===== src/rtl/seq_pkg.sv =====
// ---------------------------------------------------------------------------
// seq_pkg: declarations shared by the serial pattern blocks (seq_gen, seq_det).
//   seq_gen_state_t : transmitter FSM states
//   SEQ_PAT_1010    : reference 4-bit pattern used by the detector side
//   seq_clamp_len   : maps an out-of-range length (0 or > w) onto w
// ---------------------------------------------------------------------------
package seq_pkg;

    typedef enum logic [1:0] {
        IDLE = 2'd0,
        SEND = 2'd1,
        GAP  = 2'd2,
        DONE = 2'd3
    } seq_gen_state_t;

    localparam logic [3:0] SEQ_PAT_1010 = 4'b1010;

    function automatic int seq_clamp_len(input int len, input int w);
        return (len == 0 || len > w) ? w : len;
    endfunction

endpackage


===== src/rtl/seq_gen_cnt.sv =====
// ---------------------------------------------------------------------------
// seq_gen_cnt: loadable down-counter with zero flag. Decrement holds at zero,
// so the counter never wraps.
//   clk_i, rst_ni : clock, async active-low reset
//   load_i, val_i : load val_i (takes priority over dec_i)
//   dec_i         : decrement by one when non-zero
//   nxt_o         : value the counter takes at the next edge
//   zero_o        : current count is zero
// ---------------------------------------------------------------------------
module seq_gen_cnt #(
    parameter int N = 8
) (
    input  logic         clk_i,
    input  logic         rst_ni,
    input  logic         load_i,
    input  logic [N-1:0] val_i,
    input  logic         dec_i,
    output logic [N-1:0] nxt_o,
    output logic         zero_o
);

    logic [N-1:0] cnt_q, cnt_d;

    always_comb begin
        cnt_d = cnt_q;
        if (load_i)
            cnt_d = val_i;
        else if (dec_i && cnt_q != '0)
            cnt_d = cnt_q - N'(1);
    end

    always_ff @(posedge clk_i or negedge rst_ni) begin
        if (!rst_ni) cnt_q <= '0;
        else         cnt_q <= cnt_d;
    end

    assign nxt_o  = cnt_d;
    assign zero_o = (cnt_q == '0);

endmodule


===== src/rtl/seq_gen.sv =====
// ---------------------------------------------------------------------------
// seq_gen: serial pattern transmitter. Latches a pattern of up to W bits and
// sends it MSB-first, one bit per clock, rep times with gap idle cycles
// between repetitions.
//   clk_i, rst_ni  : clock, async active-low reset
//   start_i        : request a transfer (only sampled when not busy)
//   pattern_i      : pattern bits, LSB-aligned; bit len-1 goes first
//   len_i          : bits per repetition (0 or > W means W)
//   rep_i          : repetitions (0 means 1)
//   gap_i          : idle cycles between repetitions
//   abort_i        : synchronous cancel
//   x_o, x_valid_o : serial data and its qualifier
//   sof_o          : first bit of each repetition
//   busy_o         : transfer in progress (SEND/GAP)
//   done_o         : one-cycle pulse after the last bit
// All outputs come straight from flops; they are computed from next-state
// values so that a start sampled at edge k shows its first bit in cycle k+1.
// ---------------------------------------------------------------------------
module seq_gen
    import seq_pkg::*;
#(
    parameter  int W  = 8,
    parameter  int CW = 8,
    localparam int LW = $clog2(W + 1)
) (
    input  logic          clk_i,
    input  logic          rst_ni,
    input  logic          start_i,
    input  logic [W-1:0]  pattern_i,
    input  logic [LW-1:0] len_i,
    input  logic [CW-1:0] rep_i,
    input  logic [CW-1:0] gap_i,
    input  logic          abort_i,
    output logic          x_o,
    output logic          x_valid_o,
    output logic          sof_o,
    output logic          busy_o,
    output logic          done_o
);

    seq_gen_state_t state_q, state_d;

    logic [W-1:0]  pat_q, pat_d;
    logic [LW-1:0] len_q, len_d, len_in;
    logic [CW-1:0] gap_q, rep_m1;
    logic          accept;

    logic          idx_ld, idx_dec, idx_zero;
    logic [LW-1:0] idx_val, idx_nxt;
    logic          rep_ld, rep_dec, rep_zero;
    logic          gap_ld, gap_dec, gap_zero;
    logic [CW-1:0] gap_val;
    logic [CW-1:0] unused_rep_nxt, unused_gap_nxt;

    logic          x_d, x_valid_d, sof_d, busy_d, done_d;
    logic [W-1:0]  pat_shift;

    // DONE accepts a start just like IDLE, which gives back-to-back transfers
    // with exactly one non-busy cycle in between.
    assign accept = (state_q == IDLE || state_q == DONE) && start_i && !abort_i;
    assign len_in = LW'(seq_clamp_len(int'(len_i), W));
    // Repetition counter holds the repetitions still to go after the current one.
    assign rep_m1 = (rep_i == '0) ? '0 : rep_i - CW'(1);

    assign pat_d  = accept ? pattern_i : pat_q;
    assign len_d  = accept ? len_in    : len_q;

    // Bit index within the current repetition.
    seq_gen_cnt #(.N(LW)) u_idx (
        .clk_i  (clk_i),
        .rst_ni (rst_ni),
        .load_i (idx_ld),
        .val_i  (idx_val),
        .dec_i  (idx_dec),
        .nxt_o  (idx_nxt),
        .zero_o (idx_zero)
    );

    // Remaining repetitions.
    seq_gen_cnt #(.N(CW)) u_rep (
        .clk_i  (clk_i),
        .rst_ni (rst_ni),
        .load_i (rep_ld),
        .val_i  (rep_m1),
        .dec_i  (rep_dec),
        .nxt_o  (unused_rep_nxt),
        .zero_o (rep_zero)
    );

    // Remaining idle cycles of the current gap (loaded with gap-1).
    seq_gen_cnt #(.N(CW)) u_gap (
        .clk_i  (clk_i),
        .rst_ni (rst_ni),
        .load_i (gap_ld),
        .val_i  (gap_val),
        .dec_i  (gap_dec),
        .nxt_o  (unused_gap_nxt),
        .zero_o (gap_zero)
    );

    // State register and latched transfer parameters.
    always_ff @(posedge clk_i or negedge rst_ni) begin
        if (!rst_ni) begin
            state_q <= IDLE;
            pat_q   <= '0;
            len_q   <= '0;
            gap_q   <= '0;
        end else begin
            state_q <= state_d;
            if (accept) begin
                pat_q <= pattern_i;
                len_q <= len_in;
                gap_q <= gap_i;
            end
        end
    end

    // Next-state and counter control.
    always_comb begin
        state_d = state_q;
        idx_ld  = 1'b0;
        idx_val = len_q - LW'(1);
        idx_dec = 1'b0;
        rep_ld  = 1'b0;
        rep_dec = 1'b0;
        gap_ld  = 1'b0;
        gap_val = gap_q - CW'(1);
        gap_dec = 1'b0;
        unique case (state_q)
            IDLE, DONE: begin
                if (accept) begin
                    state_d = SEND;
                    idx_ld  = 1'b1;
                    idx_val = len_in - LW'(1);
                    rep_ld  = 1'b1;
                end else begin
                    state_d = IDLE;
                end
            end
            SEND: begin
                if (abort_i) begin
                    state_d = IDLE;
                end else if (!idx_zero) begin
                    idx_dec = 1'b1;
                end else if (rep_zero) begin
                    state_d = DONE;
                end else begin
                    rep_dec = 1'b1;
                    if (gap_q != '0) begin
                        state_d = GAP;
                        gap_ld  = 1'b1;
                    end else begin
                        idx_ld  = 1'b1;
                    end
                end
            end
            GAP: begin
                if (abort_i) begin
                    state_d = IDLE;
                end else if (gap_zero) begin
                    state_d = SEND;
                    idx_ld  = 1'b1;
                end else begin
                    gap_dec = 1'b1;
                end
            end
            default: state_d = IDLE;
        endcase
    end

    // Output decode, looking at the state and index of the coming cycle.
    always_comb begin
        pat_shift = pat_d >> idx_nxt;
        x_d       = (state_d == SEND) && pat_shift[0];
        x_valid_d = (state_d == SEND);
        sof_d     = (state_d == SEND) && (idx_nxt == len_d - LW'(1));
        busy_d    = (state_d == SEND) || (state_d == GAP);
        done_d    = (state_d == DONE);
    end

    always_ff @(posedge clk_i or negedge rst_ni) begin
        if (!rst_ni) begin
            x_o       <= 1'b0;
            x_valid_o <= 1'b0;
            sof_o     <= 1'b0;
            busy_o    <= 1'b0;
            done_o    <= 1'b0;
        end else begin
            x_o       <= x_d;
            x_valid_o <= x_valid_d;
            sof_o     <= sof_d;
            busy_o    <= busy_d;
            done_o    <= done_d;
        end
    end

endmodule


===== config.mk =====
export PLATFORM = sky130hd
export DESIGN_NAME = seq_gen
export DESIGN_NICKNAME = d
export VERILOG_FILES = /design/src/rtl/seq_pkg.sv /design/src/rtl/seq_gen_cnt.sv /design/src/rtl/seq_gen.sv
export SDC_FILE = /design/constraint.sdc
export NUM_CORES = 1
export LEC_CHECK = 0
export ABC_AREA = 1
export ABC_CLOCK_PERIOD_IN_PS = 2330
export CORE_ASPECT_RATIO = 1.5
export CORE_UTILIZATION = 50
export DETAILED_ROUTE_END_ITERATION = 8
export GPL_ROUTABILITY_DRIVEN = 0
export PLACE_DENSITY = 0.79
export SKIP_CTS_REPAIR_TIMING = 1
export SYNTH_ARGS = -nofsm -noshare
export SYNTH_HDL_FRONTEND = slang
export SYNTH_SLANG_ARGS = --single-unit

===== constraint.sdc =====
create_clock -name clk_i -period 2.33 [get_ports clk_i]
set_input_delay 0.233 -clock clk_i [delete_from_list [all_inputs] [get_ports clk_i]]
set_output_delay 0.233 -clock clk_i [all_outputs]
set_load 0.05 [all_outputs]

# --- After elaboration in Yosys (flattened, before gate mapping) ---
# Cells that the tools add are included.
op_classes:
  n_lt_le_gt_ge: 1
  n_reduce_logical: 24
  eq_ne: 7
  add_sub_neg: 8
  n_mux: 44
  shifts: 1
op_table:
  columns: ["operator", "count"]
  rows:
  - ["8-bit two-way mux", 6]
  - ["8-bit by 1-bit subtractor with 8-bit output, second input constant", 4]
  - ["8-bit logical NOT", 3]
  - ["1-bit two-way mux", 24]
  - ["4-bit two-way mux", 6]
  - ["8-bit nonzero test", 3]
  - ["4-bit by 1-bit subtractor with 4-bit output, second input constant", 4]
  - ["2-bit two-way mux", 6]
  - ["2-bit equality test, second input constant", 4]
  - ["4-bit logical NOT", 2]
  - ["8-bit by 4-bit right shift with 1-bit output", 1]
  - ["1-bit logical AND", 7]
  - ["2-bit case mux with 3 select lines", 1]
  - ["2-bit by 1-bit equality test with 1-bit output, second input constant", 2]
  - ["4-bit equality test", 1]
  - ["4-bit greater-than comparator, second input constant", 1]
  - ["2-bit nonzero test", 2]
  - ["4-bit nonzero test", 1]
  - ["1-bit logical OR", 3]
  - ["1-bit case mux with 3 select lines", 1]
  - ["2-bit logical NOT", 1]
  - ["2-bit OR reduction", 1]
  - ["1-bit logical NOT", 1]
totals:
  input_bits: 32
  regBits: 47
  elab_cells: 97
  out_inout_bits: 5

# --- Depth between registers and ports, before layout ---
# Gate-level depths: netlist of run 1.
logic_depth:
  ltp_word: 9
  depth_mapped: 18
  mapped_depth_nobuf: 17

# --- Hierarchy ---
# A second synthesis of run 1 with hierarchy kept.
hier_totals:
  hier_cells: 466
  hier_area_um2: 3313.2
by_module_without_submodules:
  columns: ["module", "area_per_inst_um2", "cells_each", "instances"]
  rows:
  - ["seq_gen", 1803.0, 245, 1]
  - ["seq_gen_cnt at u_gap ...", 618.1, 92, 2]
  - ["seq_gen_cnt at u_idx", 274.0, 37, 1]

# --- Least setup slack after synthesis of run 1 ---
# No wires, ideal clock.
synth_path:
  kind: "reg-to-reg"
  from: "register state_q[0]"
  to: "register sof_o"
  period_less_slack_ns: 2.314
  t_required_ns: 2.208
  path_slack_ns: 0.016
  arrival_time_ns: 2.192
  n_path_buf: 2
  stages_incl_launch_ff: 12
  path_cell_list: "dfrtp_1 -> inv_1 -> ha_1 -> nand3_1 -> inv_1 -> buf_2 -> clkbuf_1 -> o21ai_0 -> ha_1 -> or2_2 -> o211ai_1 -> nor2_1"
synth_via:
  elab_chain_len: 9
synth_rtl:
  columns: ["element", "line_no", "source"]
  rows:
  - ["start, declared", "seq_gen.sv:41", "seq_gen_state_t state_q, state_d;"]
  - ["start signal, assigned", "seq_gen.sv:109", "state_q <= state_d;"]
  - ["parallel branches: the longest is 8 deep, another holds 4-bit by 1-bit subtractor with 4-bit output", null, null]
  - ["1-bit logical AND *", "seq_gen.sv:176", "sof_d = (state_d == SEND) && (idx_nxt == len_d - LW'(1));"]
  - ["via sof_d", "seq_gen.sv:55", "logic x_d, x_valid_d, sof_d, busy_d, done_d;"]
  - ["end signal, assigned", "seq_gen.sv:185", "sof_o <= 1'b0;"]
  - ["end signal, assigned", "seq_gen.sv:191", "sof_o <= sof_d;"]
  - ["end, declared", "seq_gen.sv:36", "output logic sof_o,"]
# Mark *: on every way through the listed nets, which the timed path passes.
# A chain may end at the register's enable or synchronous reset.

# --- Final worst setup path of run 1 ---
layout_path:
  from: "register u_rep.cnt_q[0]"
  to: "register u_gap.cnt_q[4]"
layout_via:
  elab_chain_len: 6
layout_rtl:
  columns: ["element", "line_no", "source"]
  rows:
  - ["start, declared", "seq_gen_cnt.sv:22", "logic [N-1:0] cnt_q, cnt_d;"]
  - ["start signal, assigned", "seq_gen_cnt.sv:34", "else cnt_q <= cnt_d;"]
  - ["8-bit logical NOT *", "seq_gen_cnt.sv:38", "assign zero_o = (cnt_q == '0);"]
  - ["1-bit two-way mux *", "seq_gen.sv:145", "end else if (rep_zero) begin"]
  - ["1-bit two-way mux *", "seq_gen.sv:143", "end else if (!idx_zero) begin"]
  - ["1-bit two-way mux *", "seq_gen.sv:141", "if (abort_i) begin"]
  - ["1-bit two-way mux *", "seq_gen.sv:129", "unique case (state_q)"]
  - ["8-bit two-way mux / 2-bit nonzero test (equally long branches)", null, null]
  - ["end signal, assigned", "seq_gen_cnt.sv:34", null]
  - ["end, declared", "seq_gen_cnt.sv:22", null]
# Every way passes the cells marked *; elsewhere a longest branch is shown, timed or not.

==> results.md, run 1 <==
- Status: finished clean
- Min cycle time layout: about 2.2 ns
- Largest net degree at the start of global routing: 30
- Post-DP HPWL: just under 5 mm
- DR WL/cell: 12.2 um
- Pwr dens: about 810 nW/um^2
- Clk_lat worst skew: about 0.31 ns
- Ratio of cells with drive above 1 in the final layout: around 15%
- CTS tree: built
- Startpoint types: register
- Yosys top cell area share: a little under 40%
- P_leak: roughly 1.9 nW
- Mapped Avg Cell Area: 7.30 um^2
- Area share of and/or/nand/nor cells after synthesis: roughly 30%
- Number of antenna cells inserted: 0
- Core box area: 5790 um^2
- Longest Clk Path Bufs: 2
- # fillers: approximately 520
- Main combinational cell family by area after synthesis: simple AND/OR/NAND/NOR gates
- VDD IR max: 0.437 mV
- Crit path DAT: 2.41 ns
- Synth Area in Adders: under 10%
- Max Fclk: between 0.4 and 0.5 GHz
- Final Cycle Share: ~94%
- Worst hold path type: in2async
- Complex-gate fraction of the synthesized area: around an eighth
- Final hold vios: 0
- DRC Markers: 0
- Measured slew at the worst slew-check pin: roughly 0.5 ns
- Mux contribution to synthesized area: 0%
- Cell with the most instances after synthesis: nand2_1
- Slew Limit Fails: 0
- Post-synth cell types: 36
- DIE HEIGHT: approximately 97 um
- Die width: between 60 and 70 um
- Crit path launch: u_rep.cnt_q[0]
- Starting Density: a little over 50%
- Crit-path max FO: 14
- I/O pins: 37
- Dominant cells by area after synthesis: dfrtp_1, nand2_1, inv_1
- Post-synthesis sequential area ratio: just under 40%
- Max Cap Viol: 0
- Syn Nets: around 450
- Layout net count: roughly 510
- Xor/xnor cell area share of the yosys netlist: ~3.5%
- Post-synthesis cell area: roughly 3000 um^2
- Slew headroom: 66.8%
- Post-Place Worst Slack: 0.00542 ns
- Critical path class: reg2reg
- Initial antenna violation count: 0
- YS warnings: 0
- Synth Flop Type: dfrtp_1
- Via density per instance: slightly above 5
- First-pass DRT Iterations: 4
- Core Util, Final: between 60% and 70%
- Clock Skew: ~0.011 ns
- Ys async rst share: 100%
- DRT iter0 DRCs: between 150 and 200
- Reg2reg start: u_rep.cnt_q[0]
- Overflow after GRT: 0
- Die Area: approximately 6300 um^2
- Synth Instances: roughly 410
- Total GRT Usage: ~22%
- Global-route wire length before repair: 10.6 mm
- Num CTS Buffers: 5
- Worst Path Required: between 2 and 3 ns
- Flop2flop setup slack: about 0.13 ns
- Register clock-pin slew on the reported worst setup and hold paths: ~0.10 ns
- DR vias: 2736
- H-tree levels: 2
- EDFF count, synth: 0
- Post-synth top cells: nand2_1, inv_1, dfrtp_1
- Area Overhead vs Synth: 26.2%
- Final WL: 6.55 mm
- CTS root buf: clkbuf_8
- Area leader, netlist: dfrtp_1
- Capturing element type of the critical path: register
- PortBufs: 36
- Post-route ant nets: 0
- Reg2Reg Depth: 15
- Cell row count: 34
- Synth Register Bits: 47
- Number of global-route vias before repair: between 2000 and 3000
- # clock sinks: between 40 and 50
- Final setup vio count: 0
- RSZ-0062 raised after global routing: no
- Final worst slack: approximately 0.13 ns
-- layout by cell type, fill, tap and decap left out, types with 2 or more instances in the layout --
cell type        netlist  layout
nand2_1              116     113
inv_1                 58      57
dfrtp_1               47      47
nor2_1                38      37
clkdlybuf4s50_1        0      35
o21ai_0               30      29
nand3_1               25      23
buf_4                  0      19
ha_1                  11       9
a21oi_1                9       8
xor2_1                 8       8
nand2_2                5       7
or2_2                  7       7
o21ai_2                5       6
o211ai_1               5       5
clkbuf_8               0       5
xnor2_1                4       4
o22ai_1                4       4
nor2_2                 2       3
nor2_4                 3       3
inv_4                  2       3
inv_2                  3       3
a31oi_1                3       3
o21ai_1                2       2
nor3_1                 2       2
bufinv_16              0       2
clkinvlp_4             0       2
-- critical path, stage by stage (launching register included) --
cell and delay, ns:
dfrtp_1 0.39, inv_1 0.10, ha_1 0.17, nand2_1 0.11, nor2_4 0.17, nand2_2 0.11, inv_4 0.10, nor2_8 0.05
nand2_8 0.11, nand2_1 0.08, o21ai_2 0.07, ha_2 0.21, nand2_1 0.07, nor2_1 0.14, xor2_1 0.16, o21ai_1 0.07
-- power breakdown --
group	internal (W)	switching [W]	leakage, nW
sequential	0.000990	0.000115	0.582
combinational	0.000512	0.000699	1.22
clock	0.000428	0.000292	0.0644
-- metrics by stage --
| stage | total power, W | cells | hold WS, ns | cell area [um^2] | TNS [ns] |
|---|---|---|---|---|---|
| after floorplan | 0.00192 | 408 | -0.0626 | 2980 | 0 |
| after global placement | 0.00222 | 522 | 0.218 | 3490 | 0 |
| after detailed placement | 0.00226 | 522 | 0.219 | 3490 | 0 |
| after CTS | 0.00299 | 530 | -0.119 | 3620 | -0.0192 |
| after global routing | 0.00325 | 538 | 0.440 | 3760 | 0 |
| final | 0.00304 | 538 | 0.409 | 3760 | 0 |
-- layout make-up --
cell class | instances | area (um^2) | share of cell area, %
repair buffers | 57 | 519 | 13.8
multi-input cells | 290 | 1580 | 42.2
repair inverters | 1 | 7.51 | 0.200
clock inverters | 3 | 67.6 | 1.80
inverters | 63 | 244 | 6.49
flip-flops and latches | 47 | 1180 | 31.3
clock buffers | 5 | 68.8 | 1.83
well taps | 72 | 90.1 | 2.40
-- metal layers --
metal	vias up	global-route usage, %	routed length, um
li1	1402	-	-
met1	1260	24.2	2710
met2	55	40.8	3480
met5	-	0	0
met3	19	3.40	186
met4	0	9.42	179
-- state kept, by name, indices dropped and copies added, names as in the netlist --
name,cells
u_rep.cnt_q,8
x_o,1
state_q,2
u_idx.cnt_q,4
done_o,1
busy_o,1
u_gap.cnt_q,8
sof_o,1
len_q,4
gap_q,8
x_valid_o,1
pat_q,8
-- path summary, 6_finish.rpt --
path	to
min in group clk_i	gap_q[5]
max in group asynchronous	u_idx.cnt_q[0]
max	u_gap.cnt_q[4]
min	u_gap.cnt_q[6]
min reg2reg	u_gap.cnt_q[1]
max reg2reg	u_gap.cnt_q[4]
-- logic make-up after synthesis --
family / after synthesis
xor+xnor: 12
fa+ha+maj: 11
simple gates: 202
buf+inv: 71
flops: 47
compound gates: 65
No activity file was read; power rests on OpenSTA's default activity.
==> run 2, diff against run 1 <==
--- a/config.mk
+++ b/config.mk
@@ -6,12 +6,12 @@
 export NUM_CORES = 1
 export LEC_CHECK = 0
 export ABC_AREA = 1
-export ABC_CLOCK_PERIOD_IN_PS = 2330
 export CORE_ASPECT_RATIO = 1.5
 export CORE_UTILIZATION = 50
 export DETAILED_ROUTE_END_ITERATION = 8
 export GPL_ROUTABILITY_DRIVEN = 0
 export PLACE_DENSITY = 0.79
+export SETUP_SLACK_MARGIN = 0.3
 export SKIP_CTS_REPAIR_TIMING = 1
 export SYNTH_ARGS = -nofsm -noshare
 export SYNTH_HDL_FRONTEND = slang
==> results.md, run 2 (synthesized netlist as in run 1, its figures left out) <==
- Longest Clk Path Bufs: 2 (unchanged)
- CTS root buf: clkbuf_8
- Final WL: 7.44 mm (+14%)
- Area Overhead vs Synth: 36.0%
- Core box area: 5790 um^2 (unchanged)
- Slew Limit Fails: 0 (unchanged)
- First-pass DRT Iterations: 4 (unchanged)
- DR vias: 2876 (+5.1%)
- Slew headroom: 67.0% (+0.21 points)
- H-tree levels: 2 (unchanged)
- Startpoint types: register
- Min cycle time layout: 2.15 ns (-0.0476 ns)
- Layout net count: 514 (+1.2%)
- I/O pins: 37 (unchanged)
- Overflow after GRT: 0 (unchanged)
- Critical path class: reg2reg
- Most numerous cell on the critical path: nand2_4
- Global-route wire length before repair: 11.1 mm (+4.2%)
- Number of global-route vias before repair: 2674 (+6.2%)
- Initial antenna violation count: 0 (unchanged)
- Core Util, Final: 70.0% (+5.1 points)
- Post-Place Worst Slack: 0.00700 ns (+0.00158 ns)
- Crit path DAT: 2.35 ns (-0.06 ns)
- Capturing element type of the critical path: register
- Pwr dens: 788 nW/um^2 (-2.4%)
- RSZ-0062 raised after global routing: yes
- Post-DP HPWL: 4.88 mm (+0.70%)
- Die width: 65.0 um (unchanged)
- Final setup vio count: 0 (unchanged)
- Crit-path max FO: 7 (-7)
- P_leak: 2.00 nW (+7.3%)
- # clock sinks: 47 (unchanged)
- Largest net degree at the start of global routing: 30 (unchanged)
- Most common cell after layout, fill and taps aside: nand2_1
- Total negative setup slack: 0 ns (unchanged)
- DR WL/cell: 13.7 um (+12%)
- Post-route ant nets: 0 (unchanged)
- PortBufs: 36 (unchanged)
- Total GRT Usage: 22.8% (+0.94 points)
- VDD IR max: 0.535 mV (+22%)
- DRT iter0 DRCs: 114 (-25%)
- DRC Markers: 0 (unchanged)
- Cell row count: 34 (unchanged)
- Status: finished clean
- Num CTS Buffers: 5 (unchanged)
- Slowest stage delay, CP: 0.43 ns (+0.04 ns)
- Commonest cells after routing, fill and taps aside: nand2_1, inv_1, dfrtp_1, nor2_1, clkdlybuf4s50_1
- Final worst slack: 0.176 ns (+0.0476 ns)
- Starting Density: 51.5% (unchanged)
- Die Area: 6270 um^2 (unchanged)
- Ratio of cells with drive above 1 in the final layout: 22.0% (+6.8 points)
- Register clock-pin slew on the reported worst setup and hold paths: 0.09 ns (about the same)
- Worst Path Required: 2.53 ns (about the same)
- Final Cycle Share: 92.4% (-2.0 points)
- Via density per instance: 5.29 (+4.0%)
- CTS tree: built
- Final hold vios: 0 (unchanged)
- Measured slew at the worst slew-check pin: 0.494 ns (-0.00312 ns)
- Clock Skew: 0.0113 ns (-0.000160 ns)
- Slowest CP cell: dfrtp_1
- Clk_lat worst skew: 0.30 ns (about the same)
- Max Cap Viol: 0 (unchanged)
- DIE HEIGHT: 96.5 um (unchanged)
- Max Fclk: 0.464 GHz (+2.2%)
- Worst hold path type: in2reg
- Worst-path cell chain: inv_1 -> ha_2 -> nand2_4 -> nor2_4 -> buf_4 -> nand3_4 -> nand2_4 -> nand2_4 -> nand2_8 -> nand2_4 -> nand2_2 -> nand2_1 -> nand3_1 -> nand2_1 -> nor2_1 -> nor2_1
- Number of antenna cells inserted: 0 (unchanged)
## run 2: changes by cell type in the layout (fill, tap and decap cells not counted), sizes merged
cell	previous run	this run
nand2	122	123
clkbuf	5	7
clkdlybuf4s50	35	33
dlymetal6s2s	0	2
clkinv	0	1
buf	21	26
clkinvlp	2	0
bufinv	2	1
## run 2: power breakdown
group          switching [W]  internal, W
combinational       0.000822     0.000621
clock               0.000276     0.000347
sequential          0.000135     0.000990
total                0.00123      0.00196
## run 2: final timing paths
check                                 from        to  slack (ns)  depth (start not counted)
worst max-delay path            state_q[1]       x_o        0.18                         16
worst min-delay path              len_i[1]  len_q[3]        0.29                          4
worst max register to register  state_q[1]       x_o        0.18                         16
worst min register to register    pat_q[6]  pat_q[6]        0.49                          2
max in group asynchronous           rst_ni  pat_q[5]        1.48                          3
min in group asynchronous           rst_ni  gap_q[6]        0.31                          2
## run 2: metrics by stage
step | hold WS [ns] | instance area [um^2] | instances | power [W]
floorplan | -0.0626 | 3030 | 408 | 0.00197
global placement | 0.103 | 3480 | 517 | 0.00222
detailed placement | 0.111 | 3480 | 517 | 0.00226
CTS | -0.221 | 3600 | 525 | 0.00290
global route | 0.330 | 4050 | 544 | 0.00342
finish | 0.285 | 4050 | 544 | 0.00319
## run 2: cell type report
class	instances	area [um^2]
multi-input combinational	291	1810
fill	457	1740
sequential	47	1180
timing repair buffer	63	611
inverter	63	246
tap	72	90.1
clock buffer	6	82.6
clock inverter	2	35.0
## run 2: layer usage
layer  vias to the layer above  wire length (um)  global-route usage (%)  share of wire [%]
li1                       1418                 -                       -                  -
met1                      1341              2820                    24.4                 38
met2                        94              4050                    44.1                 54
met3                        23               311                    3.52                4.2
met4                         0               254                    8.70                3.4
met5                         -                 0                       0                  0
## run 2: critical path, delay by kind of cell, from the launching register on
kind | cells | cell delay, ns
buf+inv | 2 | 0.24
fa+ha+maj | 1 | 0.20
flops | 1 | 0.43
simple gates | 13 | 1.18
==> RTL edit (settings of run 1) <==
`CW`: 8 -> 12.
--- a/src/rtl/seq_gen.sv
+++ b/src/rtl/seq_gen.sv
@@ -20,7 +20,7 @@
     import seq_pkg::*;
 #(
     parameter  int W  = 8,
-    parameter  int CW = 8,
+    parameter  int CW = 12,
     localparam int LW = $clog2(W + 1)
 ) (
     input  logic          clk_i,
Ports: changed (resized gap_i and rep_i); port bits go from 37 to 45. The function was not compared with the original's and may differ.
==> RTL edit against run 1 <==
  * Sequential cell count grew 12
  * Wire length grew 41%
  * Synthesized area grew 29%
  * Critical path depth grew 1
  * Via count grew 33%
  * Power grew 44%
  * Clock skew is essentially flat
  * Final cell count grew 30%
  * Setup slack lost 0.073 ns
  * Final area grew 30%
  * Sequential share of layout area shrank 1.0 points
  * Worst hold slack gained 0.0085 ns
  * Critical path type unchanged
==> RTL edit: results (changes against run 1) <==
metric	value	unit	change
status	finished, final reports clean		unchanged
r2r_setup_slack	0.05	ns	was 0.13 ns
grtUsageTotal	25.0	%	was 21.8%
grt_pass1_vias	3607		was 2517
leakage	0.00240	µW	was 0.00187 µW
cts_buffers	9		was 5
hold_path_class	in2reg		was in2async
r2r_start	u_idx.cnt_q[1]		was u_rep.cnt_q[0]
seq_area_frac_synth	38.4	%	was 39.5%
cp_max_fo	11		was 14
power.internal	2550	µW	was 1930 µW
drive_gt1_share	17.7	%	was 15.2%
synth.area.top_cells	dfrtp_1 38%, nand2_1 15%, inv_1 6.0%		was dfrtp_1 39%, nand2_1 15%, inv_1 7.3%
drt-total-wl	9.26	mm	was 6.55 mm
use_met2	45.6	%	was 40.8%
fin_skew	0.0117	ns	was 0.0114 ns
layout.cells.non_filler	698		was 538
wl_met3	361	µm	was 186 µm
worst_slew_pin_slew	0.687	ns	was 0.497 ns
synth.distinct_cells	39		was 36
hpwlAfterDp	6.85	mm	was 4.85 mm
max-vdd-ir-drop	0.000494	V	was 0.000437 V
ff2ff_path_depth	16		was 15
drt_pre_antenna_iters	6		was 4
cts.htree.levels	3		was 2
grtUsageMet3	5.68	%	was 3.40%
synth_commonest_cells	155 x nand2_1, 61 x inv_1, 59 x dfrtp_1, 46 x nor2_1, 37 x o21ai_0		was 116 x nand2_1, 58 x inv_1, 47 x dfrtp_1, 38 x nor2_1, 30 x o21ai_0
RTL edit: cell types whose count changed after synthesis, sizes merged, moves of 3 or more:
cell           run 1  this run
o21ai             38        55
o211ai             5         2
nor2              44        56
or2                7         0
dfrtp             47        59
nand3             25        38
a22oi              0         3
nand2            122       169
nor4               0         3
inv               63        71
nor3               2         6
xor2               8        11
RTL edit: metrics by stage:
step                cell area, µm²  hold slack [ns]  total power, µW
finish                        4880            0.418             4370
floorplan                     3840          -0.0626             2730
detailed placement            4510            0.317             3210
CTS                           4680          -0.0676             4110
global placement              4510            0.309             3150
global route                  4880            0.415             4670
RTL edit: critical path, stage by stage (launching register included):
cell	delay, ns
dfrtp_1	0.40
inv_2	0.06
ha_2	0.21
nand2_4	0.07
nor2_4	0.16
nand2_4	0.09
nor2_8	0.15
nand2_8	0.09
buf_12	0.16
o21ai_4	0.23
inv_1	0.12
nand2_1	0.10
nor2_2	0.06
nand3_1	0.08
nand2_1	0.05
nor2_1	0.09
nor2_1	0.04
RTL edit: cell type report:
| type | count | area [µm²] | share of cell area (%) |
|---|---|---|---|
| Tap cell | 100 | 125 | 2.57 |
| Clock inverter | 3 | 40.0 | 0.821 |
| Sequential cell | 59 | 1480 | 30.3 |
| Timing Repair Buffer | 68 | 672 | 13.8 |
| Multi-Input combinational cell | 385 | 2160 | 44.3 |
| Inverter | 71 | 270 | 5.54 |
| Clock buffer | 12 | 135 | 2.77 |
RTL edit: cell families (layout without fill, tap and decap cells):
logic type               after synthesis  count (layout)  synth area share [%]
AO/OA/AOI/OAI                         83              83                  13.5
buffers and inverters                 82             154                  8.72
XOR/XNOR                              15              15                  3.42
AND/OR/NAND/NOR                      276             276                  32.3
flip-flops                            59              59                  38.4
adder cells (fa/ha/maj)               11              11                  3.58
